==> config.mk <==
export PLATFORM = sky130hd
export DESIGN_NAME = fft_output_reader
export DESIGN_NICKNAME = d
export VERILOG_FILES = /design/src/rtl/fft_pkg.sv /design/src/rtl/fft_out_fifo.sv /design/src/rtl/fft_output_reader.sv
export SDC_FILE = /design/constraint.sdc
export NUM_CORES = 1
export LEC_CHECK = 0
export ABC_AREA = 0
export CAP_MARGIN = 40
export CORE_MARGIN = 2
export CORE_UTILIZATION = 44
export DETAILED_ROUTE_END_ITERATION = 7
export PLACE_DENSITY = 0.78
export SKIP_CTS_REPAIR_TIMING = 1
export SYNTH_ARGS = -nofsm -noshare
export SYNTH_HDL_FRONTEND = slang
export SYNTH_SLANG_ARGS = --single-unit
==> constraint.sdc <==
create_clock -name clk -period 2.45 [get_ports clk]
set_clock_uncertainty 0.05 [all_clocks]
set_input_delay 0.3675 -clock clk [delete_from_list [all_inputs] [get_ports clk]]
set_output_delay 0.3675 -clock clk [all_outputs]
set_load 0.1 [all_outputs]
==> src/rtl/fft_pkg.sv <==
// Shared FFT constants and the bit-reversal helper used to locate results.
// Latency: n/a (package only).
// Backpressure: n/a.
package fft_pkg;

  localparam int FFT_N  = 64;
  localparam int ADDR_W = 5;
  localparam int IDX_W  = 6;

  // Mirror a 6-bit index: bit i of the result is bit (5-i) of the input.
  function automatic logic [IDX_W-1:0] bitrev6(input logic [IDX_W-1:0] v);
    logic [IDX_W-1:0] r;
    for (int i = 0; i < IDX_W; i++) begin
      r[i] = v[IDX_W-1-i];
    end
    return r;
  endfunction

endpackage

==> src/rtl/fft_out_fifo.sv <==
// Two-entry output buffer between the bank read path and the result stream.
// Latency: a pushed word is visible on pop_data the cycle after the push.
// Backpressure: full/empty exported; push while full is accepted only with a same-cycle pop.
//
// Ports: clk, nrst (async active-low); push/push_data write side;
//        pop/pop_data read side (pop_data is the current head); full, empty status.
module fft_out_fifo #(
  parameter int DATA_W = 32
) (
  input  logic              clk,
  input  logic              nrst,
  input  logic              push,
  input  logic [DATA_W-1:0] push_data,
  input  logic              pop,
  output logic [DATA_W-1:0] pop_data,
  output logic              full,
  output logic              empty
);

  logic [1:0][DATA_W-1:0] mem_q, mem_d;
  logic                   wr_ptr_q, wr_ptr_d;
  logic                   rd_ptr_q, rd_ptr_d;
  logic [1:0]             cnt_q, cnt_d;
  logic                   do_push, do_pop;

  assign full     = (cnt_q == 2'd2);
  assign empty    = (cnt_q == 2'd0);
  assign do_pop   = pop & ~empty;
  // When full, the slot being popped is the slot being written, so a
  // simultaneous push/pop is safe and leaves the count unchanged.
  assign do_push  = push & (~full | do_pop);
  assign pop_data = mem_q[rd_ptr_q];

  always_comb begin
    mem_d    = mem_q;
    wr_ptr_d = wr_ptr_q;
    rd_ptr_d = rd_ptr_q;
    cnt_d    = cnt_q;
    if (do_push) begin
      mem_d[wr_ptr_q] = push_data;
      wr_ptr_d        = ~wr_ptr_q;
    end
    if (do_pop) begin
      rd_ptr_d = ~rd_ptr_q;
    end
    case ({do_push, do_pop})
      2'b10:   cnt_d = cnt_q + 2'd1;
      2'b01:   cnt_d = cnt_q - 2'd1;
      default: cnt_d = cnt_q;
    endcase
  end

  always_ff @(posedge clk or negedge nrst) begin
    if (!nrst) begin
      mem_q    <= '0;
      wr_ptr_q <= 1'b0;
      rd_ptr_q <= 1'b0;
      cnt_q    <= 2'd0;
    end else begin
      mem_q    <= mem_d;
      wr_ptr_q <= wr_ptr_d;
      rd_ptr_q <= rd_ptr_d;
      cnt_q    <= cnt_d;
    end
  end

endmodule

==> src/rtl/fft_output_reader.sv <==
// Unloads the 64 bit-reversed FFT results from two banks as a natural-order stream.
// Latency: first out_valid two cycles after start is sampled; one word/cycle when out_ready stays high.
// Backpressure: reads are throttled so buffered + in-flight words never exceed two; nothing is dropped.
//
// Ports: clk, nrst (async active-low); start (one-cycle pulse, ignored while busy);
//        re_b0/re_b1, raddr_b0/raddr_b1, rdata_b0/rdata_b1 bank read ports (1-cycle read latency);
//        out_data/out_index/out_last with out_valid/out_ready handshake; busy; done (one-cycle pulse).
module fft_output_reader
  import fft_pkg::*;
#(
  parameter int DATA_W = 32
) (
  input  logic              clk,
  input  logic              nrst,
  input  logic              start,
  output logic              re_b0,
  output logic              re_b1,
  output logic [ADDR_W-1:0] raddr_b0,
  output logic [ADDR_W-1:0] raddr_b1,
  input  logic [DATA_W-1:0] rdata_b0,
  input  logic [DATA_W-1:0] rdata_b1,
  output logic [DATA_W-1:0] out_data,
  output logic              out_valid,
  input  logic              out_ready,
  output logic [IDX_W-1:0]  out_index,
  output logic              out_last,
  output logic              busy,
  output logic              done
);

  typedef enum logic [1:0] {
    ST_IDLE,
    ST_READ,
    ST_DRAIN
  } state_t;

  localparam logic [IDX_W-1:0] K_LAST = IDX_W'(FFT_N - 1);

  state_t             state_q, state_d;
  logic [IDX_W-1:0]   k_q, k_d;              // next frequency index to read
  logic               inflight_q, inflight_d;
  logic               inflight_bank_q, inflight_bank_d;
  logic [IDX_W-1:0]   inflight_idx_q, inflight_idx_d;
  logic               done_q, done_d;

  logic [IDX_W-1:0]        k_rev;
  logic                    rd_bank;
  logic [ADDR_W-1:0]       rd_addr;
  logic [1:0]              occ;
  logic [2:0]              budget;
  logic                    issue, pop;
  logic                    fifo_full, fifo_empty;
  logic [DATA_W-1:0]       rdata_sel;
  logic [DATA_W+IDX_W-1:0] push_word, head_word;

  assign k_rev   = bitrev6(k_q);
  // Parity of the reversed index equals parity of k itself.
  assign rd_bank = ^k_rev;
  assign rd_addr = k_rev[IDX_W-1:1];

  assign occ = fifo_full ? 2'd2 : (fifo_empty ? 2'd0 : 2'd1);
  assign pop = ~fifo_empty & out_ready;
  // Occupancy after this cycle's pop plus the read already in flight; a new
  // read is allowed only if its word will still have a slot when it lands.
  // Counting the pop is what lets the stream sustain one word per cycle.
  assign budget = {1'b0, occ} + {2'b00, inflight_q} - {2'b00, pop};
  assign issue  = (state_q == ST_READ) && (budget < 3'd2);

  assign re_b0    = issue & ~rd_bank;
  assign re_b1    = issue & rd_bank;
  assign raddr_b0 = re_b0 ? rd_addr : '0;
  assign raddr_b1 = re_b1 ? rd_addr : '0;

  assign rdata_sel = inflight_bank_q ? rdata_b1 : rdata_b0;
  assign push_word = {inflight_idx_q, rdata_sel};

  fft_out_fifo #(
    .DATA_W (DATA_W + IDX_W)
  ) u_out_fifo (
    .clk       (clk),
    .nrst      (nrst),
    .push      (inflight_q),
    .push_data (push_word),
    .pop       (pop),
    .pop_data  (head_word),
    .full      (fifo_full),
    .empty     (fifo_empty)
  );

  // Payload is gated so the stream reads as all-zero whenever nothing is valid.
  assign out_valid = ~fifo_empty;
  assign out_data  = out_valid ? head_word[DATA_W-1:0] : '0;
  assign out_index = out_valid ? head_word[DATA_W +: IDX_W] : '0;
  assign out_last  = out_valid & (out_index == K_LAST);
  assign busy      = (state_q != ST_IDLE);
  assign done      = done_q;

  always_comb begin
    state_d         = state_q;
    k_d             = k_q;
    inflight_d      = issue;
    inflight_bank_d = inflight_bank_q;
    inflight_idx_d  = inflight_idx_q;
    done_d          = 1'b0;
    if (issue) begin
      inflight_bank_d = rd_bank;
      inflight_idx_d  = k_q;
    end
    unique case (state_q)
      ST_IDLE: begin
        k_d = '0;
        if (start) begin
          state_d = ST_READ;
        end
      end
      ST_READ: begin
        if (issue) begin
          k_d = k_q + IDX_W'(1);
          if (k_q == K_LAST) begin
            state_d = ST_DRAIN;
          end
        end
      end
      ST_DRAIN: begin
        if (pop && out_last) begin
          state_d = ST_IDLE;
          done_d  = 1'b1;
        end
      end
      default: state_d = ST_IDLE;
    endcase
  end

  always_ff @(posedge clk or negedge nrst) begin
    if (!nrst) begin
      state_q         <= ST_IDLE;
      k_q             <= '0;
      inflight_q      <= 1'b0;
      inflight_bank_q <= 1'b0;
      inflight_idx_q  <= '0;
      done_q          <= 1'b0;
    end else begin
      state_q         <= state_d;
      k_q             <= k_d;
      inflight_q      <= inflight_d;
      inflight_bank_q <= inflight_bank_d;
      inflight_idx_q  <= inflight_idx_d;
      done_q          <= done_d;
    end
  end

endmodule

Word-level counts from Yosys, hierarchy flattened
Index checks and enable logic that the tools add are counted.
{ "word_totals": {"regBits": 97, "in_bits": 68, "output_inout_bits": 54, "word_cells": 76} }
{ "op_classes": {"addsub": 5, "magnitude_cmp": 4, "eq_ne": 11, "n_mux": 22, "n_bitwise": 12, "reduce_logical": 11} }
{ "ops": {"columns": ["op", "n"], "rows": [
  ["38-bit 2-to-1 mux", 3],
  ["76-bit bitwise mux", 1],
  ["32-bit 2-to-1 mux", 2],
  ["38-bit demux with 1-bit select", 1],
  ["6-bit == test, second input constant", 2],
  ["6-bit 2-to-1 mux", 2],
  ["6-bit case mux with 2 select lines", 1],
  ["2-bit 2-to-1 mux", 5],
  ["5-bit 2-to-1 mux", 2],
  ["6-bit by 1-bit adder with 6-bit output, second input constant", 1],
  ["1-bit AND", 6],
  ["2-bit == test, second input constant", 3],
  ["2-bit != test, second input constant", 3],
  ["2-bit case mux with 3 select lines", 1],
  ["2-bit nonzero test", 3],
  ["6-bit parity", 1],
  ["1-bit NOT", 5],
  ["2-bit by 1-bit == test with 1-bit output, second input constant", 2],
  ["2-bit logical NOT", 2],
  ["1-bit by 2-bit < comparator with 1-bit output, second input constant", 2],
  ["2-bit case mux with 2 select lines", 1],
  ["4-bit AND reduction", 1],
  ["2-bit by 1-bit adder with 3-bit output", 1],
  ["1-bit logical AND", 3],
  ["9 further kinds", 11]
]} }

Longest topological paths before layout
Gate-level depths: netlist of run 1.
{ "depth": {"word_depth": 9, "mapped_depth": 9, "mapped_depth_nobuf": 9} }

Modules after synthesis
A second synthesis of run 1 with hierarchy kept.
{ "unflattened": {"cells_unflattened": 395, "area_unflattened_um2": 5268.8} }
{ "by_module_without_submodules": {"columns": ["mod", "n_inst", "cells_per_inst", "area_per_inst_um2", "seq_area_each_um2"], "rows": [
  ["fft_out_fifo", 1, 221, 3646.0, 2001.9],
  ["fft_output_reader", 1, 174, 1622.8, 425.4]
]} }

Least setup slack after synthesis of run 1
OpenSTA, ideal clock, no wires.
{ "synth_timing": {"kind": "flip-flop to output port", "from": "reg u_out_fifo.rd_ptr_q", "to": "out out_last", "arrival_ns": 3.506, "t_required_ns": 2.033, "slack_ns": -1.473, "path_stages_with_launch": 6, "n_path_buf": 1, "path_cell_list": "dfrtp_1 -> buf_4 -> mux2i_1 -> nor2_1 -> nand2_1 -> nor2_1"} }
{ "synth_via": {"elab_chain_cells": 5} }
{ "synth_lines": {"columns": ["element", "line", "source"], "rows": [
  ["from (decl)", "fft_out_fifo.sv:22", "logic rd_ptr_q, rd_ptr_d;"],
  ["from (signal assigned)", "fft_out_fifo.sv:62", "rd_ptr_q <= rd_ptr_d;"],
  ["38-bit 2-to-1 mux (implied by the code) (2 in a row)", "fft_out_fifo.sv:32", "assign pop_data = mem_q[rd_ptr_q];"],
  ["6-bit 2-to-1 mux", "fft_output_reader.sv:93", "assign out_index = out_valid ? head_word[DATA_W +: IDX_W] : '0;"],
  ["named net out_index[5]", "fft_output_reader.sv:25", "output logic [IDX_W-1:0] out_index,"],
  ["6-bit == test", "fft_output_reader.sv:94", "assign out_last = out_valid & (out_index == K_LAST);"],
  ["1-bit AND", "fft_output_reader.sv:94", null],
  ["to (decl)", "fft_output_reader.sv:26", "output logic out_last,"]
]} }
The timed path passes the listed nets, and every way through them passes these cells. The select of a mux whose other input is x is not followed.

Worst setup path after layout of run 1
{ "layout_timing": {"from": "reg u_out_fifo.cnt_q[0]", "to": "out raddr_b1[4]"} }
{ "layout_via": {"elab_chain_cells": 9, "word_cells_on_any_way": 12, "cone_classes": "add/sub (2); order compare (1); eq/ne (1); mux (3); bitwise (3); reduce/logical (2)"} }
{ "layout_lines": {"columns": ["element", "line", "source"], "rows": [
  ["from (decl)", "fft_out_fifo.sv:23", "logic [1:0] cnt_q, cnt_d;"],
  ["from (signal assigned)", "fft_out_fifo.sv:63", "cnt_q <= cnt_d;"],
  ["2-bit logical NOT", "fft_out_fifo.sv:27", "assign empty = (cnt_q == 2'd0);"],
  ["1-bit 2-to-1 mux", "fft_output_reader.sv:61", "assign occ = fifo_full ? 2'd2 : (fifo_empty ? 2'd0 : 2'd1);"],
  ["2-bit 2-to-1 mux", "fft_output_reader.sv:61", null],
  ["2-bit by 1-bit adder with 3-bit output", "fft_output_reader.sv:66", "assign budget = {1'b0, occ} + {2'b00, inflight_q} - {2'b00, pop};"],
  ["3-bit by 1-bit subtractor with 3-bit output *", "fft_output_reader.sv:66", null],
  ["3-bit by 2-bit < comparator with 1-bit output *", "fft_output_reader.sv:67", "assign issue = (state_q == ST_READ) && (budget < 3'd2);"],
  ["1-bit logical AND *", "fft_output_reader.sv:67", null],
  ["1-bit AND *", "fft_output_reader.sv:70", "assign re_b1 = issue & rd_bank;"],
  ["5-bit 2-to-1 mux *", "fft_output_reader.sv:72", "assign raddr_b1 = re_b1 ? rd_addr : '0;"],
  ["to (decl)", "fft_output_reader.sv:19", "output logic [ADDR_W-1:0] raddr_b1,"]
]} }
Mark *: on every way between the ends. The rest lies on a longest branch, timed or not.

==> results of run 1 <==
## power by group through the flow
| stage | Combinational (mW) | Sequential, mW | Clock [mW] |
|---|---|---|---|
| floorplan | 0.233 | 1.71 | 0 |
| global placement | 0.395 | 1.73 | 0 |
| detailed placement | 0.408 | 1.73 | 0 |
| CTS | 0.410 | 1.70 | 0.941 |
| global route | 0.447 | 1.71 | 1.01 |
| finish | 0.406 | 1.70 | 0.920 |
## worst paths after layout
path / from / slack, ps / endpoint
max in group asynchronous: nrst / 1190 / inflight_bank_q
setup / recovery: u_out_fifo.cnt_q[0] / -540 / raddr_b1[4]
setup reg to reg: u_out_fifo.cnt_q[0] / -40 / inflight_bank_q
hold reg to reg: u_out_fifo.mem_q[24] / 440 / u_out_fifo.mem_q[24]
min in group asynchronous: nrst / 520 / u_out_fifo.mem_q[3]
hold / removal: u_out_fifo.mem_q[24] / 440 / u_out_fifo.mem_q[24]
## flip-flops by register name (all words and copies together) (netlist names)
register and flops:
state_q 2, k_q 6, inflight_q 1, u_out_fifo.cnt_q 2
inflight_bank_q 1, u_out_fifo.rd_ptr_q 1, done 1, inflight_idx_q 6
u_out_fifo.mem_q 76, u_out_fifo.wr_ptr_q 1
## layout make-up
cell class | instances | area (um2) | area share (%)
clock buffer | 9 | 123.9 | 1.695
clock inverter | 7 | 46.29 | 0.6335
sequential | 97 | 2431 | 33.26
inverter | 13 | 48.80 | 0.6677
tap | 136 | 170.2 | 2.328
timing repair buffer | 160 | 2085 | 28.52
multi-input combinational | 349 | 2404 | 32.89
## per-layer routing
metal / GRT usage, % / vias up / part of all wire (%)
met2: 34.95 / 109 / 51
met5: 0 / - / 0
li1: - / 1924 / -
met4: 4.945 / 0 / 1.1
met3: 3.450 / 13 / 5.5
met1: 27.37 / 1954 / 43
## stage by stage
step	cells	cell area [um2]	worst slack [ps]	hold slack, ps	setup TNS (ps)
2_1_floorplan	489	4969	-294.7	21.91	-3213
3_3_place_gp	747	6990	-387.5	338.7	-4986
3_5_place_dp	747	6990	-486.0	355.2	-6859
4_1_cts	763	7161	-554.7	-33.00	-6311
5_1_grt	771	7308	-640.9	461.0	-7584
6_report	771	7308	-539.2	439.1	-6150
## cell usage in the layout (no fill, tap or decap), types with 5 or more instances in the layout
cell type,Yosys,routed
a21oi_1,5,5
buf_12,0,55
buf_4,7,35
clkbuf_8,0,9
clkdlybuf4s50_1,0,65
dfrtp_1,97,94
inv_1,13,12
mux2i_1,72,72
nand2_1,91,86
nand2_4,0,5
nor2_1,57,6
nor2_2,0,38
nor2_4,0,13
o21ai_0,77,76
o21ai_1,7,7
## cells by family after synthesis
kind of cell | count (synthesis) | share of synthesized area [%]
simple gates | 164 | 13.87
compound gates | 98 | 11.55
flops | 97 | 51.53
mux | 76 | 16.25
buf+inv | 43 | 4.356
xor+xnor | 6 | 1.116
fa+ha+maj | 5 | 1.328
## worst register-to-register path: stages (launching register included)
cell	delay, ps
dfrtp_2	460
o21ai_4	160
inv_2	70
ha_4	180
xnor2_4	150
ha_4	180
a2111oi_4	290
buf_4	210
clkbuf_16	140
buf_6	90
buf_4	110
mux2_4	290
==> flow_metrics.tcl, run 1 <==
set metrics [dict create \
    ios 122 \
    initial_utilization_pct 45.43 \
    synth.most_common_cell "dfrtp_1" \
    syn2layout_area_growth_pct 55.14 \
    gp_congestion 0.8033 \
    die_y_um 107.5 \
    synth_edf_count 0 \
    cp.depth 11 \
    syn_inst 489 \
    cpPeakStageDelay_ps 460 \
    cp_slowest_cell "dfrtp_2" \
    async_flop_share_pct 100.0 \
    firstDrtPassIters 4 \
    synth_area_leaders "dfrtp_1 52%, mux2i_1 15%, o21ai_0 8.2%" \
    yosysTopAreaCellShare_pct 51.53 \
    power-per-cell-area_mw_per_mm2 414.1 \
    timing.fmax_mhz 334.5 \
    fin_ws_ps -539.2 \
    grt_max_degree 51 \
    cts.sinks 97 \
    status "finished, violations left" \
    yosys_warnings 0 \
    path_class "flop to output port" \
    clkTransAtPathRegs_ps 90 \
    max_cap_viol_count 0 \
    drtIter0Drc 140 \
    root_buffer "clkbuf_8" \
    grt_first_pass_wirelength_um 18960 \
    syn-cell-area_mm2 0.004711 \
    finalWirelength_um 12020 \
    clockBufferDepth 2 \
    hold_depth 2 \
    ant_nets 0 \
    r2r_cells 11 \
    p_switching_mw 0.7871 \
    critPathTopFamily "buffers and inverters" \
    synth_seq_cells 97 \
    worstPathCellList "o21ai_4 -> inv_2 -> ha_4 -> xnor2_4 -> ha_4 -> a2111oi_4 -> buf_4 -> buf_12 -> nand2_4 -> nor2_4 -> buf_12" \
    viasPerCell 5.188 \
    hold_violations 0 \
    avgSynthCellArea_um2 9.633 \
    cp_data_required_time_ps 2030 \
    vias 4000 \
    timing.final.crit_share_pct 122.0 \
    ys_types 34 \
    grt_overflow 0 \
    utilization_pct 70.48 \
    slew_violations 0 \
    port_buffers 121 \
    ys_seq_area_share_pct 51.53 \
    core_region_area_mm2 0.01037 \
    grtUsageTotal_pct 20.48 \
    clk_latency_ps 350 \
    drive_gt1_share_pct 29.29 \
    yosysTopAreaCell "dfrtp_1" \
    total_power_mw 3.026 \
    grt_pass1_vias 3987 \
    cp-start-kind "flop" \
    cts_tree "yes" \
    drc 0 \
    p_seq_share_pct 56.2 \
    critPathBufInv 4 \
    p_comb_share_pct 13.4 \
    synth_nets 562 \
    clkPwrFrac_pct 30.4 \
    ir_worst_vdd_mv 0.2309 \
    p_leak_nw 3.209 \
    synthFlopType "dfrtp_1" \
    cts_max_level 3 \
    rows 37 \
    intPower_mw 2.239 \
    finalNetCount 703 \
    fp.dieW_um 107.5 \
    wire_per_inst_um 15.59 \
    dieArea_mm2 0.01155 \
    holdCritPathClass "flop to flop" \
    finalSetupViolations 14 \
    final.min_clock_period_ps 2989 \
    end_kind "output port" \
    rsz0062_at_grt "yes" \
    antenna_found_initial 0 \
    n_antenna_cell 0 \
    cts_buffers 9 \
    violations "negative setup slack" \
    worstMarginPinSlew_ps 850.3 \
    nFillCells 770 \
    hpwl_um 8471 \
    slew_headroom_pct 43.31 \
    power.share.switching_pct 26.01 \
    arrival_ps 2570 \
    synth_common_cells "97 x dfrtp_1, 91 x nand2_1, 77 x o21ai_0, 72 x mux2i_1, 57 x nor2_1" \
    cp_max_fo 6 \
]
(Power assumes the default switching activity.)
==> run 2: changes to the inputs <==
Settings changed: CORE_UTILIZATION 44 to 49, PLACE_DENSITY 0.78 to 0.82.
Clock period 2.45 ns to 2.8 ns, I/O delays scaled along.
==> flow_metrics.tcl, run 2 (same netlist as run 1, synthesis figures left out) <==
set metrics [dict create \
    status "finished, violations left" \
    violations "negative setup slack" \
    cp.depth 10 \
    grtUsageTotal_pct 23.09 \
    final_cell_count_no_fill 754 \
    place_inst 732 \
    hold_violations 0 \
    fin_ws_ps -223.8 \
    port_buffers 121 \
    antenna_found_initial 0 \
    arrival_ps 2550 \
    final_cell_mix "95 x dfrtp_1, 88 x nand2_1, 76 x o21ai_0" \
    viasPerCell 5.220 \
    critPathTopFamily "buffers and inverters" \
    ios 122 \
    final.min_clock_period_ps 3024 \
    dieArea_mm2 0.01041 \
    timing.fmax_mhz 330.7 \
    cts_tree "yes" \
    drtIter0Drc 142 \
    p_leak_nw 3.016 \
    largest-register "u_out_fifo.mem_q" \
    slew_headroom_pct 69.08 \
    cts_max_level 3 \
    worstMarginPinSlew_ps 463.9 \
    wire_per_inst_um 15.63 \
    cp_max_fo 8 \
    cts_buffers 9 \
    dpl_worst_slack_ps -340.9 \
    cp_data_required_time_ps 2330 \
    gp_congestion 0.8706 \
    crit_path_frequent_cell "buf_12" \
    cts.sinks 97 \
    rows 35 \
    finalWirelength_um 11780 \
    placed_cell_area_mm2 0.006276 \
    finalNetCount 693 \
    path_class "flop to output port" \
    end_kind "output port" \
    grt_overflow 0 \
    drc 0 \
    critPathBufInv 4 \
    tns_ps -1937 \
    cp_slowest_cell "dfrtp_1" \
    holdCritPathClass "flop to flop" \
    syn2layout_area_growth_pct 40.21 \
    r2r_cells 10 \
    n_antenna_cell 0 \
    reg_top3 "u_out_fifo.mem_q x76, inflight_idx_q x6, k_q x6" \
    grt_first_pass_wirelength_um 18700 \
    finalSetupViolations 12 \
    root_buffer "clkbuf_8" \
    cpPeakStageDelay_ps 400 \
    core_region_area_mm2 0.009284 \
    largest_register_ffs 76 \
    clk_latency_ps 370 \
    grt_max_degree 53 \
    hpwl_um 8405 \
    firstDrtPassIters 4 \
    vias 3936 \
    worstPathCellList "buf_4 -> nand2b_2 -> xnor2_2 -> ha_4 -> a2111oi_4 -> buf_6 -> buf_12 -> nand2_8 -> nor2_4 -> buf_12" \
    max_cap_viol_count 0 \
    fp.dieW_um 102.1 \
    clockBufferDepth 2 \
    cp-start-kind "flop" \
    grt_pass1_vias 3792 \
    power-per-cell-area_mw_per_mm2 408.5 \
    die_y_um 102.1 \
    initial_utilization_pct 50.74 \
    clkTransAtPathRegs_ps 100 \
    ant_nets 0 \
    final_area_mm2 0.006605 \
    drive_gt1_share_pct 22.08 \
    hold_depth 2 \
    slew_violations 0 \
    timing.final.crit_share_pct 108.0 \
    mostFrequentLayoutCell "dfrtp_1" \
    rsz0062_at_grt "yes" \
    ir_worst_vdd_mv 0.2234 \
]
## run 2: cell count changes in the layout (fill, tap and decap cells not counted), moves of 3 or more
cell / delta
buf_12: -41
nand2_4: -5
nor2_2: -36
clkinv_2: -3
nor2_1: +36
buf_4: +31
## run 2: final timing paths
path,start,to,slack (ps)
max in group asynchronous,nrst,u_out_fifo.mem_q[67],1430
min,u_out_fifo.mem_q[42],u_out_fifo.mem_q[42],440
max reg2reg,u_out_fifo.cnt_q[0],inflight_idx_q[5],210
min reg2reg,u_out_fifo.mem_q[42],u_out_fifo.mem_q[42],440
min in group asynchronous,nrst,u_out_fifo.mem_q[9],460
max,u_out_fifo.cnt_q[0],raddr_b1[0],-220
## run 2: cell type report
class	instances	area, um2
inverters	13	48.80
well taps	129	161.4
flip-flops and latches	97	2430
clock buffers	9	123.9
fillers	674	2679
repair buffers	150	1493
clock inverters	7	61.31
multi-input cells	349	2287
## run 2: per-stage QoR
stage          util [%]  hold slack [ps]  power, mW
6_report          71.15            436.3      2.698
5_1_grt           71.15            457.1      2.812
4_1_cts           69.60           -95.45      2.713
3_5_place_dp      67.60            317.3      1.862
3_3_place_gp      67.30            410.5      1.842
2_1_floorplan         -            74.41      1.687
## run 2: per-layer routing
| metal | part of all wire [%] | vias to the layer above | global-route usage (%) |
|---|---|---|---|
| li1 | - | 1918 | - |
| met5 | 0 | - | 0 |
| met2 | 48 | 117 | 37.30 |
| met3 | 6.2 | 16 | 5.335 |
| met1 | 44 | 1885 | 31.31 |
| met4 | 1.6 | 0 | 7.179 |
## run 2: worst register-to-register path, stage by stage, from the launching register on
cell,delay [ps]
dfrtp_1,400
buf_4,170
nand2b_2,240
xnor2_2,170
ha_4,180
a2111oi_4,330
buf_4,180
buf_2,150
buf_4,120
buf_4,150
mux2_2,340
## run 2: power breakdown
part | internal (mW) | switching [mW] | total (mW)
Combinational | 0.191 | 0.147 | 0.339
Clock | 0.338 | 0.527 | 0.865
Sequential | 1.45 | 0.0445 | 1.49
Total | 1.98 | 0.719 | 2.70
==> edit 1, RTL diff (flow settings as in run 1) <==
`DATA_W` is set to 32 in 2 places; all go to 16.
--- a/src/rtl/fft_out_fifo.sv
+++ b/src/rtl/fft_out_fifo.sv
@@ -7,3 +7,3 @@
 module fft_out_fifo #(
-  parameter int DATA_W = 32
+  parameter int DATA_W = 16
 ) (
--- a/src/rtl/fft_output_reader.sv
+++ b/src/rtl/fft_output_reader.sv
@@ -10,3 +10,3 @@
 #(
-  parameter int DATA_W = 32
+  parameter int DATA_W = 16
 ) (
Interface: changed (resized out_data, rdata_b0 and rdata_b1); port bits go from 122 to 74. The function was not compared with the original's and may differ.
==> edit 1 against run 1 <==
  * The run still ends with setup timing left
  * Maximum frequency increased by 3.1%
  * Wire length decreased by 36%
  * Area after synthesis decreased by 31%
  * Via count decreased by 34%
  * Critical path depth decreased by 1
  * Non-clock buffer count decreased by 51
  * Sequential cell count decreased by 32
  * Cell area decreased by 30%
  * Count of clock-buffer cells in the layout unchanged
  * Setup slack improved by 0.090 ns
  * Critical path type unchanged
  * Critical endpoint is now raddr_b1[1]
Power is left out: the tool's default activity adds up to more than one toggle a clock period on the data nets, which glitch-free logic cannot reach.
==> edit 1: results (changes against run 1) <==
most frequent cells after synthesis=65 x dfrtp_1, 57 x nor2_1, 44 x nand2_1; iteration-0 DRC count of the detailed router=118 (-16%); share of cells above drive strength 1=37.3% (+8.0 points); GRT Total Usage=20.0% (-0.45 points); final setup fails=12 (-2); Syn Nets=366 (-35%); crit path capture=raddr_b1[1]; Layout fillers=502 (-35%); number of I/O port buffers=73 (-40%); multiplexer area fraction after synthesis=15.9% (-0.34 points); failing checks=setup timing; Setup WS post-layout=-0.449 ns (+0.0905 ns); synth unique cells=39 (+15%); Post-Synth Adder-Cell Area=1.93% (+0.60 points); HPWL Detailed=5610 um (-34%); Routed WL=7640 um (-36%); worst hold slack=0.439 ns (-0.000605 ns); delay-heaviest family, CP=simple AND/OR/NAND/NOR gates; critical path fanouts, max=7 (+1); Slowest Stage Delay on Critical Path=0.44 ns (-0.02 ns); R2R Setup Slk=0.16 ns (+0.20 ns); slew margin rel.=50.5% (+7.1 points); status=finished, violations left; Synth area leaders=dfrtp_1 50%, mux2i_1 12%, nor2_1 6.6%; HP Start=u_out_fifo.mem_q[23]$_DFFE_PN0P_; vias after detailed routing=2649 (-34%); Hold EP=u_out_fifo.mem_q[23]$_DFFE_PN0P_; max FFs per register=44 (-42%); Synth Area in Compound Gates=9.16% (-2.4 points); layout net count=468 (-33%); vias in the first global route=2689 (-33%)
edit 1: changes by cell type in the layout (fill, tap and decap cells not counted), sizes merged, moves of 18 or more:
cell	delta
mux2i	-34
nand2	-47
o21ai	-63
dfrtp	-32
buf	-18
clkdlybuf4s50	-31
edit 1: area by class of cell:
class / count / area (um^2) / share of cell area (%)
Multi-Input combinational cell: 234 / 1710 / 33.6
Sequential cell: 65 / 1630 / 32.0
Timing Repair Buffer: 109 / 1400 / 27.4
Clock buffer: 9 / 124 / 2.43
Tap cell: 99 / 124 / 2.43
Clock inverter: 7 / 71.3 / 1.40
Inverter: 8 / 35.0 / 0.688
edit 1: layer usage:
metal  vias up  share of wire, %  wire (um)  global-route usage, %
met5         -                 0          0                      0
met3        13               6.1        468                   7.04
li1       1302                 -          -                      -
met1      1265                42       3230                   24.2
met2        69                50       3810                   33.2
met4         0               1.8        135                   7.44
edit 1: worst register-to-register path, stage by stage (launching register included):
cell	delay (ns)
dfrtp_2	0.44
buf_4	0.16
nand2b_1	0.20
xnor2_2	0.16
ha_1	0.33
nor3b_2	0.22
nand2_2	0.11
clkinv_4	0.12
buf_4	0.12
buf_4	0.10
a21oi_1	0.05
a21oi_1	0.15
edit 1: through the flow:
| step | instance area [um^2] | TNS (ns) | util (%) | worst slack (ns) | std cells |
|---|---|---|---|---|---|
| after floorplan | 3470 | -5.46 | - | -0.446 | 325 |
| after global placement | 4800 | -6.22 | 66.9 | -0.523 | 507 |
| after detailed placement | 4800 | -6.79 | 66.9 | -0.554 | 507 |
| after CTS | 5000 | -7.07 | 69.6 | -0.624 | 523 |
| after global routing | 5090 | -6.49 | 70.9 | -0.556 | 531 |
| final | 5090 | -5.19 | 70.9 | -0.449 | 531 |
==> edit 2, RTL diff (flow settings as in run 1) <==
Made on the original files. Take the reset off `mem_q` and load it in a clocked block of its own.
--- a/src/rtl/fft_out_fifo.sv
+++ b/src/rtl/fft_out_fifo.sv
@@ -54,3 +54,2 @@
     if (!nrst) begin
-      mem_q    <= '0;
       wr_ptr_q <= 1'b0;
@@ -59,3 +58,2 @@
     end else begin
-      mem_q    <= mem_d;
       wr_ptr_q <= wr_ptr_d;
@@ -66,2 +64,6 @@
 
+  always_ff @(posedge clk) begin
+    mem_q <= mem_d;
+  end
+
 endmodule
Formal check against the unedited RTL: no difference found for any inputs over 4 cycles, from zero or initial values and one cycle with nrst low; that may be too few to reach the edited logic, so the function may still have changed.
==> edit 2 against run 1 <==
  * The flow still finishes with violations (setup timing)
  * Area after synthesis down 7.8%
  * Die area fell by 7.5%
  * Count of clock-buffer cells in the layout up 2
  * Wire length decreased by 15%
  * Cell count fell by 21%
  * Critical path type unchanged
  * Highest routed layer unchanged
  * Sequential cell count is the same
  * Setup slack worse by 0.23 ns
  * Non-clock buffer count decreased by 7
  * Cell area is 6.3% lower
  * Via count fell by 24%
  * Synthesized cell count down 34%
  * Hold slack got worse by 0.14 ns
Power is left out: the tool's default activity adds up to more than one toggle a clock period on the data nets, which glitch-free logic cannot reach.
==> edit 2: results (changes against run 1) <==
status=finished, violations left; failing checks=setup timing; vias in the first global route=3220 (-19%); DR WL met2=5140 um (-16%); GRT Total Usage=19.4% (-1.1 points); Layout fillers=651 (-15%); final setup fails=22 (+8); Worst-Margin Slew=0.371 ns (-0.479 ns); Setup WS post-layout=-0.772 ns (-0.233 ns); prevailing post-synth register cell=edfxtp_1; layout net count=546 (-22%); M2 GR Usage=33.3% (-1.7 points); Slowest Stage Delay on Critical Path=0.44 ns (-0.02 ns); Hold Crit Class=primary input to asynchronous set/reset pin; synth unique cells=35 (+2.9%); grt met3 use=4.50% (+1.1 points); pre-CTS WS=-0.782 ns (-0.296 ns); setup tns final=-10.54 ns (-4.39 ns); final cell count without fillers=611 (-21%); Mean Syn Cell Area=13.4 um^2 (+39%); DP Area=0.00659 mm^2 (-5.7%); Worst EP arrival=2.80 ns (+0.23 ns); Syn Nets=397 (-29%); EDFF count, synth=76 (+76); Final Wtd Congestion=0.841 (+4.7%); grt met1 use=24.6% (-2.8 points); Reg area=0.00281 mm^2 (+16%); HPWL Detailed=7600 um (-10%); share of cells above drive strength 1=41.8% (+13 points); met3 wire length=627 um (-5.4%); sequential share of the synthesized area=64.6% (+13 points)
-- edit 2: cell type report --
class | count | share of cell area (%)
Clock buffer | 11 | 1.92
Clock inverter | 5 | 0.584
Inverter | 9 | 0.676
Multi-Input combinational cell | 203 | 25.3
Sequential cell | 97 | 41.0
Tap cell | 133 | 2.43
Timing Repair Buffer | 153 | 28.1
-- edit 2: final timing paths --
| kind | start | endpoint | slack, ns |
|---|---|---|---|
| worst max-delay path | u_out_fifo.cnt_q[0]$_DFFE_PN0P_ | raddr_b1[2] | -0.77 |
| worst min-delay path | nrst | inflight_idx_q[1]$_DFFE_PN0P_ | 0.30 |
| worst max register to register | u_out_fifo.cnt_q[0]$_DFFE_PN0P_ | k_q[2]$_DFFE_PN0P_ | -0.25 |
| worst min register to register | inflight_idx_q[2]$_DFFE_PN0P_ | u_out_fifo.mem_q[72]$_DFFE_PP_ | 0.42 |
| max in group asynchronous | nrst | u_out_fifo.rd_ptr_q$_DFFE_PN0P_ | 1.79 |
| min in group clk | inflight_idx_q[2]$_DFFE_PN0P_ | u_out_fifo.mem_q[72]$_DFFE_PP_ | 0.42 |
-- edit 2: worst max-delay path, delay by kind of cell (launching register included) --
kind            cells  cell delay [ns]
fa+ha+maj           2             0.47
compound gates      1             0.19
buf+inv             3             0.35
flops               1             0.44
xor+xnor            1             0.13
simple gates        4             0.87
-- edit 2: cells by family (layout without fill, tap and decap cells) --
| logic type | after synthesis | in the layout | synth area share, % |
|---|---|---|---|
| adder cells (fa/ha/maj) | 5 | 5 | 1.44 |
| AND/OR/NAND/NOR | 103 | 103 | 10.4 |
| buffers and inverters | 24 | 178 | 2.45 |
| AO/OA/AOI/OAI | 15 | 15 | 1.99 |
| multiplexers | 72 | 72 | 17.5 |
| flip-flops | 97 | 97 | 64.6 |
| XOR/XNOR | 8 | 8 | 1.61 |
